==> src/rtl/imem_boot_loader_if.sv <==
// Byte-stream/IMEM-write bundle between the boot-loader and its stream source and core side.
// master drives start and the byte stream; slave is the loader itself.
interface imem_boot_loader_if #(
  parameter int unsigned ADDR_WIDTH = 10
);
  logic                  start;
  logic                  rx_valid;
  logic [7:0]            rx_data;
  logic                  rx_ready;
  logic                  imem_we;
  logic [ADDR_WIDTH-1:0] imem_addr;
  logic [31:0]           imem_wdata;
  logic                  cpu_rst;
  logic                  busy;
  logic                  done;
  logic                  err;

  modport master (
    output start, rx_valid, rx_data,
    input  rx_ready, imem_we, imem_addr, imem_wdata, cpu_rst, busy, done, err
  );

  modport slave (
    input  start, rx_valid, rx_data,
    output rx_ready, imem_we, imem_addr, imem_wdata, cpu_rst, busy, done, err
  );
endinterface

==> src/rtl/imem_boot_loader.sv <==
// Serial byte-stream IMEM loader: length header + LE 32-bit words, holds the core in reset while busy.
// Optional CHECKSUM_EN: trailing XOR checksum byte over length and data, mismatch ends in err.
module imem_boot_loader #(
  parameter int unsigned ADDR_WIDTH = 10
) (
  input logic              clk,
  input logic              rst,
  imem_boot_loader_if.slave bus
);

  typedef enum logic [2:0] {
    IDLE,
    LEN0,
    LEN1,
    DATA,
    WRITE,
`ifdef CHECKSUM_EN
    CSUM,
`endif
    DONE,
    ERR
  } state_t;

`ifdef CHECKSUM_EN
  localparam state_t FINAL = CSUM;
`else
  localparam state_t FINAL = DONE;
`endif

  localparam logic [16:0] CAP = 17'd1 << ADDR_WIDTH;

  state_t                state, state_next;
  logic [15:0]           len;
  logic [15:0]           len_full;
  logic [1:0]            byte_cnt;
  logic [ADDR_WIDTH-1:0] idx;
  logic [23:0]           word;
  logic [31:0]           word_full;
  logic                  accept;
  logic                  go;
  logic                  last_word;
  logic                  rx_ready;
  logic                  busy;
  logic                  we_q;
  logic [ADDR_WIDTH-1:0] addr_q;
  logic [31:0]           wdata_q;
`ifdef CHECKSUM_EN
  logic [7:0]            csum;
`endif

  assign accept    = bus.rx_valid & rx_ready;
  assign go        = bus.start & (state == IDLE || state == DONE || state == ERR);
  assign len_full  = {bus.rx_data, len[7:0]};
  assign word_full = {bus.rx_data, word};
  assign last_word = (17'(idx) + 17'd1) == {1'b0, len};

  always_comb begin
    rx_ready = 1'b0;
    busy     = 1'b0;
    unique case (state)
      LEN0, LEN1, DATA: begin
        rx_ready = 1'b1;
        busy     = 1'b1;
      end
      WRITE: busy = 1'b1;
`ifdef CHECKSUM_EN
      CSUM: begin
        rx_ready = 1'b1;
        busy     = 1'b1;
      end
`endif
      default: ;
    endcase
  end

  always_comb begin
    state_next = state;
    unique case (state)
      IDLE, DONE, ERR: if (go) state_next = LEN0;
      LEN0: if (accept) state_next = LEN1;
      LEN1: if (accept) begin
        if ({1'b0, len_full} > CAP) state_next = ERR;
        else if (len_full == 16'd0)  state_next = FINAL;
        else                         state_next = DATA;
      end
      DATA: if (accept && byte_cnt == 2'd3) state_next = WRITE;
      WRITE: state_next = last_word ? FINAL : DATA;
`ifdef CHECKSUM_EN
      CSUM: if (accept) state_next = (bus.rx_data == csum) ? DONE : ERR;
`endif
      default: state_next = IDLE;
    endcase
  end

  always_ff @(posedge clk) begin
    if (rst) begin
      state    <= IDLE;
      len      <= '0;
      byte_cnt <= '0;
      idx      <= '0;
      word     <= '0;
      we_q     <= 1'b0;
      addr_q   <= '0;
      wdata_q  <= '0;
    end else begin
      state <= state_next;
      we_q  <= 1'b0;
      if (go) begin
        byte_cnt <= '0;
        idx      <= '0;
      end
      unique case (state)
        LEN0: if (accept) len[7:0]  <= bus.rx_data;
        LEN1: if (accept) len[15:8] <= bus.rx_data;
        DATA: if (accept) begin
          word     <= word_full[31:8];
          byte_cnt <= byte_cnt + 2'd1;
          // Word is registered on the 4th byte so the strobe lands in WRITE.
          if (byte_cnt == 2'd3) begin
            we_q    <= 1'b1;
            addr_q  <= idx;
            wdata_q <= word_full;
          end
        end
        WRITE: idx <= idx + 1'b1;
        default: ;
      endcase
    end
  end

`ifdef CHECKSUM_EN
  always_ff @(posedge clk) begin
    if (rst)                          csum <= '0;
    else if (go)                      csum <= '0;
    else if (accept && state != CSUM) csum <= csum ^ bus.rx_data;
  end
`endif

  assign bus.rx_ready   = rx_ready;
  assign bus.busy       = busy;
  assign bus.cpu_rst    = rst | busy;
  assign bus.done       = (state == DONE);
  assign bus.err        = (state == ERR);
  assign bus.imem_we    = we_q;
  assign bus.imem_addr  = addr_q;
  assign bus.imem_wdata = wdata_q;

endmodule

==> src/flat_wrapper.sv <==
// flat-port wrapper written by rule: the top's interface ports become plain ports
module imem_boot_loader_flat 
#(
  parameter int unsigned ADDR_WIDTH = 10
)
  (clk, rst, bus_start, bus_rx_valid, bus_rx_data, bus_rx_ready, bus_imem_we, bus_imem_addr, bus_imem_wdata, bus_cpu_rst, bus_busy, bus_done, bus_err);
  imem_boot_loader_if #(.ADDR_WIDTH(ADDR_WIDTH)) bus_i ();
  input logic clk;
  input logic rst;
  input wire logic [$bits(bus_i.start)-1:0] bus_start;
  input wire logic [$bits(bus_i.rx_valid)-1:0] bus_rx_valid;
  input wire logic [$bits(bus_i.rx_data)-1:0] bus_rx_data;
  output wire logic [$bits(bus_i.rx_ready)-1:0] bus_rx_ready;
  output wire logic [$bits(bus_i.imem_we)-1:0] bus_imem_we;
  output wire logic [$bits(bus_i.imem_addr)-1:0] bus_imem_addr;
  output wire logic [$bits(bus_i.imem_wdata)-1:0] bus_imem_wdata;
  output wire logic [$bits(bus_i.cpu_rst)-1:0] bus_cpu_rst;
  output wire logic [$bits(bus_i.busy)-1:0] bus_busy;
  output wire logic [$bits(bus_i.done)-1:0] bus_done;
  output wire logic [$bits(bus_i.err)-1:0] bus_err;
  assign bus_i.start = bus_start;
  assign bus_i.rx_valid = bus_rx_valid;
  assign bus_i.rx_data = bus_rx_data;
  assign bus_rx_ready = bus_i.rx_ready;
  assign bus_imem_we = bus_i.imem_we;
  assign bus_imem_addr = bus_i.imem_addr;
  assign bus_imem_wdata = bus_i.imem_wdata;
  assign bus_cpu_rst = bus_i.cpu_rst;
  assign bus_busy = bus_i.busy;
  assign bus_done = bus_i.done;
  assign bus_err = bus_i.err;
  imem_boot_loader #(.ADDR_WIDTH(ADDR_WIDTH)) u_core (.clk(clk), .rst(rst), .bus(bus_i));
endmodule
==> config.mk <==
export PLATFORM = sky130hd
export DESIGN_NAME = imem_boot_loader_flat
export DESIGN_NICKNAME = d
export VERILOG_FILES = /design/src/rtl/imem_boot_loader_if.sv /design/src/rtl/imem_boot_loader.sv /design/src/flat_wrapper.sv
export SDC_FILE = /design/constraint.sdc
export NUM_CORES = 1
export LEC_CHECK = 0
export BUFFER_PORTS_ARGS = -buffer_cell sky130_fd_sc_hd__clkbuf_2
export CAP_MARGIN = 20
export CELL_PAD_IN_SITES_DETAIL_PLACEMENT = 1
export CELL_PAD_IN_SITES_GLOBAL_PLACEMENT = 2
export CORE_ASPECT_RATIO = 0.5
export CORE_UTILIZATION = 33
export CTS_CLUSTER_SIZE = 30
export DETAILED_ROUTE_END_ITERATION = 10
export PLACE_DENSITY = 0.87
export RECOVER_POWER = 25
export SYNTH_ARGS = -nofsm -noshare
export SYNTH_HDL_FRONTEND = slang
export SYNTH_SLANG_ARGS = --single-unit
==> constraint.sdc <==
create_clock -name clk -period 3.35 [get_ports clk]
set_clock_uncertainty 0.2 [all_clocks]
set_input_delay 0.67 -clock clk [delete_from_list [all_inputs] [get_ports clk]]
set_output_delay 0.67 -clock clk [all_outputs]
set_load 0.01 [all_outputs]
==> impl_metrics.yaml <==
routing:
  post-route-drc-count: 0
  post_drt_wl_per_cell_um: 15.72
  drtAntennaViolNets: 0
  avgViaCountPerCell: 5.008
  wl_um: 11660
  firstDrtPassIters: 4
  drt_iter0_drc: 242
  vias: 3716
power_and_ir_drop:
  peakVddDrop_uv: 273.2
  p_clk_share_pct: 40.6
  p_sw_share_pct: 28.80
  power.switching_uw: 821.3
  p_per_area_mw_per_mm2: 595.9
  pwr-share-comb_pct: 15.1
  power.leakage_uw: 0.001638
  power_uw: 2852
  intPower_uw: 2030
  seqPwrFrac_pct: 44.4
sta:
  setup_violations: 0
  slew_violations: 0
  hold_viol_final: 0
  slew_headroom_pct: 55.48
  period_share_pct: 78.22
  fmax_ghz: 0.3816
  rsz0062_at_grt: "false"
  setup_tns_ns: 0
  tightest_slew_ns: 0.6678
  fin_crit_ns: 2.620
setup_path:
  cp.required_ns: 3.39
  path_class: "register to register"
  r2r-end: "u_core.state[1]"
  crit_path_end_kind: "register"
  crit_arrival_ns: 2.66
  cp_max_fo: 7
  setup.worst_path.start_class: "register"
  reg2reg_depth: 7
  cp-startpoint: "u_core.idx[0]"
  crit_end: "u_core.state[1]"
  r2r_slack_ns: 0.73
  r2r-start: "u_core.idx[0]"
synthesis:
  yosys.area.top_type: "dfxtp_1"
  syn-mean-instance-area_sq_um: 7.685
  ys_async_sr_fraction_pct: 0
  ys_ff_latch: 98
  postSynthCellCount: 534
  syn-cell-area_sq_mm: 0.004104
  synth_nets: 548
  synthFlopType: "dfxtp_1"
  netlist.area_leader.share_pct: 47.80
  ys_top_cells_by_area: "dfxtp_1, nand2_1, a21oi_1"
  ys_warn_count: 0
  synth_edf_count: 0
  synth_seq_area_share_pct: 47.80
  synth_cell_types: 45
layout:
  nets: 586
  insertedDiodeCount: 0
  final_common_cell: "nand2_1"
  drive_gt1_share_pct: 9.359
  syn2layout_area_growth_pct: 16.62
  layout_common_cells: "nand2_1, a21oi_1, dfxtp_1"
run_status:
  outcome: "finished clean"
floorplan:
  io_pins: 60
  rows: 28
  chipHeight_um: 80.86
  start_util_pct: 34.25
  dieArea_sq_mm: 0.01291
  die_w_um: 159.7
  core-area_sq_mm: 0.01198
cts:
  numCtsBuffers: 9
  clk_pin_slew_ns: 0.07
  clockBufferDepth: 2
  cts-root-buf: "clkbuf_16"
  post-cts-setup-buffer-count: 0
  insertion_delay_ns: 0.34
  cts_tree: "done"
  htree_levels: 3
  cts_hold_buf: 0
  cts_num_sinks: 98
  post_cts_resized: 0
grt:
  grt_pass1_wl_um: 18800
  gr-usage-met3_pct: 4.443
  grt_pass1_vias: 3478
  grt-busiest-layer: "met2"
  track_usage_pct: 18.89
  grt_max_degree: 64
  grt_use_met1_pct: 27.54
  groute.layer.met2.usage_pct: 28.03
  antenna_found_initial: 0
  overflow: 0
place:
  place_congestion: 0.8005
  dp_hpwl_um: 8151
  port_buffers: 59
flow_run:
  timing.max_cap.violations: 0
hold_path:
  worst_hold_path.num_cells: 2
  min_path_type: "register to register"
[how the worst min path moves through the flow]
stage	startpoint	end	slack [ns]
2_1_floorplan	u_core.word[0]	u_core.bus.imem_wdata[0]	0.23
3_3_place_gp	u_core.bus.imem_wdata[24]	u_core.bus.imem_wdata[24]	0.24
3_5_place_dp	u_core.bus.imem_wdata[9]	u_core.bus.imem_wdata[9]	0.25
4_1_cts	u_core.bus.imem_wdata[9]	u_core.bus.imem_wdata[9]	0.26
5_1_grt	u_core.bus.imem_wdata[20]	u_core.bus.imem_wdata[20]	0.27
6_report	u_core.bus.imem_wdata[0]	u_core.bus.imem_wdata[0]	0.26
[layout make-up]
cell class / count / area [sq um]
flip-flops and latches: 98 / 1962
inverters: 3 / 11.26
fillers: 1505 / 7196
multi-input cells: 393 / 1948
clock buffers: 9 / 225.2
repair buffers: 67 / 325.3
clock inverters: 7 / 107.6
well taps: 165 / 206.4
[sequential cells by signal, indices dropped and copies added (netlist names)]
signal,count
u_core.byte_cnt,2
u_core.idx,10
u_core.bus.imem_wdata,32
u_core.bus.imem_we,1
u_core.len,16
u_core.word,24
u_core.bus.imem_addr,10
u_core.state,3
[routing by layer]
layer / vias to the layer above / part of all wire (%)
met5: - / 0
met4: 0 / 0.73
met3: 8 / 4.9
li1: 1856 / -
met1: 1780 / 53
met2: 72 / 41
[Yosys cell counts, types with 3 or more instances]
cell	instances
nor2b_1	7
xnor2_1	6
xor2_1	10
or3_1	6
and2_1	6
buf_2	8
dfxtp_1	98
buf_1	3
nor2_1	19
and3_1	3
nand2b_1	3
o21ai_0	9
a21oi_1	101
clkbuf_1	26
nand2_1	177
inv_1	3
nor3_1	3
nand3_1	10
buf_6	3
nand4_1	4
[power groups by stage]
| stage | registers [uW] | clock network [uW] | logic [uW] |
|---|---|---|---|
| floorplan | 1250 | 0 | 322 |
| global placement | 1290 | 0 | 425 |
| detailed placement | 1290 | 0 | 429 |
| CTS | 1260 | 1180 | 434 |
| global route | 1270 | 1230 | 475 |
| finish | 1260 | 1160 | 429 |
[logic make-up after synthesis]
| logic type | share of synthesized area, % |
|---|---|
| XOR/XNOR | 3.415 |
| buffers and inverters | 4.725 |
| adder cells (fa/ha/maj) | 0.6097 |
| AO/OA/AOI/OAI | 16.56 |
| flip-flops | 47.80 |
| AND/OR/NAND/NOR | 26.89 |
[critical path, stage by stage, from the launching register on]
cell       delay, ns
dfxtp_1         0.38
ha_1            0.32
and3_4          0.24
and2_4          0.17
a311o_1         0.35
a2111oi_2       0.33
nand4_1         0.23
a41o_1          0.29
[stage by stage]
step	setup WS (ns)	hold WS [ns]	utilization, %	std cells	instance area, sq um
final	0.7295	0.2556	39.94	742	4786
after global routing	0.5237	0.2720	39.94	742	4786
after CTS	0.7195	0.2598	40.32	742	4831
after detailed placement	0.7259	0.2491	37.54	726	4498
after global placement	0.7520	0.2429	37.54	726	4498
after floorplan	0.9738	0.2321	-	534	4104
Note: power is estimated with default switching activity, not from simulation.
